`config.mk`:
```
export PLATFORM = sky130hd
export DESIGN_NAME = maj_chunk_popcount
export DESIGN_NICKNAME = d
export VERILOG_FILES = /design/src/rtl/maj_pkg.sv /design/src/rtl/maj_chunk_popcount.sv
export SDC_FILE = /design/constraint.sdc
export NUM_CORES = 1
export LEC_CHECK = 0
export CORE_MARGIN = 1
export CORE_UTILIZATION = 50
export DETAILED_ROUTE_END_ITERATION = 7
export GPL_ROUTABILITY_DRIVEN = 0
export PLACE_DENSITY = 0.75
export SYNTH_ARGS = -nofsm -noshare
export SYNTH_HDL_FRONTEND = slang
export SYNTH_SLANG_ARGS = --single-unit
```
`constraint.sdc`:
```
create_clock -name vclk -period 6.3
set_clock_uncertainty 0.15 [all_clocks]
set_input_delay 0.63 -clock vclk [all_inputs]
set_output_delay 0.63 -clock vclk [all_outputs]
set_load 0.1 [all_outputs]
```
`src/rtl/maj_pkg.sv`:
```
// Shared constants and state encoding for the majority fold checker.
// The checker folds a popcount over CHUNK-bit slices to build a reference majority.
package maj_pkg;

  localparam int N      = 45;
  localparam int CHUNK  = 5;
  localparam int THRESH = (N + 1) / 2;
  localparam int NCH    = (N + CHUNK - 1) / CHUNK;
  localparam int PW     = NCH * CHUNK;
  localparam int CW     = $clog2(N + 1);
  localparam int SW     = $clog2(CHUNK + 1);
  localparam int IW     = (NCH > 1) ? $clog2(NCH) : 1;

  typedef enum logic [1:0] {
    IDLE,
    ACC,
    DONE
  } state_t;

endpackage

```
`src/rtl/maj_chunk_popcount.sv`:
```
// Combinational popcount of one CHUNK-bit slice.
// Bits whose absolute position is N or higher are padding and count as zero.
module maj_chunk_popcount
  import maj_pkg::*;
(
  input  logic [CHUNK-1:0] bits,
  input  logic [IW-1:0]    chunk_idx,
  output logic [SW-1:0]    sum
);

  // NOTE: give every always_comb output a default first so no path leaves it unassigned and infers a latch.
  always_comb begin
    sum = '0;
    for (int i = 0; i < CHUNK; i++) begin
      if (int'(chunk_idx) * CHUNK + i < N) begin
        sum = sum + SW'(bits[i]);
      end
    end
  end

endmodule

```
==> results.yml <==
route:
  via_count: 830
  wl_met3_um: 37
  drt_iter0_markers: 13
  finalWirelength_mm: 1.81
  top_layer_used: "met3"
  drc: 0
  first_pass_iters: 4
  final_antenna_net_count: 0
  dr_wl_met2_um: 817
  viasPerCell: 6.10
  wl_per_cell_um: 13.3
  drt-met1-wl_um: 951
floorplanning:
  core-area_um2: 1510
  die_y_um: 42.1
  ios: 12
  dieArea_um2: 1780
  die_width_um: 42.1
  rows: 14
  start_util: 0.535
setup_path:
  slowest_stage: "fa_2"
  path_max_fanout: 5
  path_class: "in -> out"
  cpPeakStageDelay_ps: 500
  end_kind: "output pin"
  crit_path_start_kind: "input port"
  crit_chain: "clkdlybuf4s50_1, ha_1, ha_2, inv_2, fa_2, nand4b_1, o211a_1, a211oi_2, a21bo_2, nand2_1, ha_1, nor2_2, nor4b_4, a31oi_1, ha_2, ha_4, mux2_2, ha_1, nand2_2, xor2_2, xor2_2, buf_12"
  critPathRequiredTime_ps: 5520
  worst-endpoint-arrival_ps: 5290
  crit_path_frequent_cell: "ha_1"
placement:
  place_area_um2: 1010
  hpwl_mm: 1.45
  port_buffers: 12
pwr:
  p_clk_frac: 0
  p_comb_frac: 1.000
  switching_power_uw: 159
  powerDensity_nw_per_um2: 248
  p_int_uw: 115
  switching_share: 0.581
  seqPwrFrac: 0
  leakage_nw: 0.523
  ir_worst_vdd_mv: 0.334
cells_and_area:
  n_fill_cell: 117
  drive_gt1_frac: 0.258
  area_growth_pct: 37.1
  clock_buffers: 0
  area.sequential_um2: 0
  nNetsFinal: 149
  multi_input_area_um2: 826
  design_area_um2: 1100
  n_antenna_cell: 0
  seq_cell_count: 0
synth:
  syn-cell-area_um2: 806
  synth_cell_types: 44
  avgSynthCellArea_um2: 7.90
  yosys.area.top_type: "ha_1"
  synth_nets: 129
  synth_most_common_cell: "ha_1"
  yosysTopAreaCellShare: 0.264
  synth_warnings: 0
  ys_seq_area_frac: 0
  syn_inst: 102
  synthTopCellsByArea: "ha_1, nand2_1, a21oi_1"
  synth_commonest_cells: "ha_1, nand2_1, a21oi_1, inv_1, nor2b_1"
sta:
  fin_setup_tns_ps: 0
  hold_viol: 0
  period_minus_slack_ps: 6070
  finalCritPeriodShare: 0.964
  slew_headroom: 0.424
  setup_viol: 0
  slew_violations: 0
  tightestPinTransition_ps: 862
  max_freq_ghz: 0.165
min_path:
  worstHoldStart: "bits[4]"
  whs_path_depth: 5
  holdPathEnd: "sum[0]"
  min_path_type: "in -> out"
clock_network:
  postCtsHoldBufs: 0
run:
  maxCapViolCount: 0
grt:
  grt-ovfl-total: 0
  grt_pass1_wl_mm: 3.27
  track_usage: 0.225
  antenna_found_initial: 0
  grt_start_max_net_pins: 11
  grt_pass1_vias: 730
run_status:
  run_status: "finished, final reports clean"
critical path: cells and delay by family:
kind                       cells  cell delay (ps)
xor gates and xnor gates       2              370
and+or+nand+nor                5              710
muxes                          1              260
adders and majority gates      7             1750
buffers and inverters          3              720
AOI/OAI and AO/OA              4              860
area by class of cell:
type               instances  area share
inverters                  7      0.0238
repair buffers            22       0.211
well taps                 16      0.0181
multi-input cells         91       0.747
metal layers:
metal | up-vias | GRT usage
li1 | 423 | -
met1 | 390 | 0.358
met2 | 17 | 0.363
met3 | 0 | 0
met4 | 0 | 0
met5 | - | 0
metrics by stage:
step | std cells | hold WS [ps] | worst slack (ps) | power [mW] | utilization
after floorplan | 102 | 1770 | 77.2 | 0.180 | -
after global placement | 134 | 2130 | 54.0 | 0.253 | 0.674
after detailed placement | 134 | 2140 | -52.0 | 0.256 | 0.674
after CTS | 134 | 2150 | 103 | 0.259 | 0.685
after global routing | 136 | 2230 | -20.8 | 0.295 | 0.733
final | 136 | 2160 | 227 | 0.274 | 0.733
power groups by stage:
| stage | clock network, mW | registers (mW) | logic [mW] |
|---|---|---|---|
| finish | 0 | 0 | 0.274 |
| global route | 0 | 0 | 0.295 |
| CTS | 0 | 0 | 0.259 |
| detailed placement | 0 | 0 | 0.256 |
| global placement | 0 | 0 | 0.253 |
| floorplan | 0 | 0 | 0.180 |
worst max path at each step:
stage,startpoint,endpoint,slack (ps),depth (start not counted)
after floorplan,chunk_idx[1],sum[0],80,20
after global placement,chunk_idx[3],sum[2],50,22
after detailed placement,chunk_idx[3],sum[2],-50,22
final,chunk_idx[0],sum[2],230,22
after global routing,chunk_idx[0],sum[2],-20,22
after CTS,chunk_idx[3],sum[2],100,22
cell families (layout without fill, tap and decap cells):
| logic type | Yosys count | in the layout | share of synthesized area |
|---|---|---|---|
| AO/OA/AOI/OAI | 33 | 33 | 0.312 |
| XOR/XNOR | 4 | 4 | 0.0528 |
| adder cells (fa/ha/maj) | 18 | 18 | 0.289 |
| buffers and inverters | 11 | 29 | 0.0683 |
| multiplexers | 4 | 4 | 0.0574 |
| AND/OR/NAND/NOR | 32 | 32 | 0.221 |
cell usage in the layout, fill, tap and decap left out, types with 3 or more instances in the layout:
cell type,n
dlymetal6s2s_1,3
o21a_1,4
buf_4,10
buf_12,3
clkdlybuf4s50_1,6
inv_1,6
nand2_1,9
ha_1,14
a21oi_1,7
nand2b_1,3
nor2b_1,4
repair_timing:
item / CTS / global route
pin swaps: 0 / 8
buffers inserted: 0 / 2
setup endpoints to repair: 1 / 2
resized for setup: 2 / 15
Note: power is estimated with default switching activity, not from simulation.
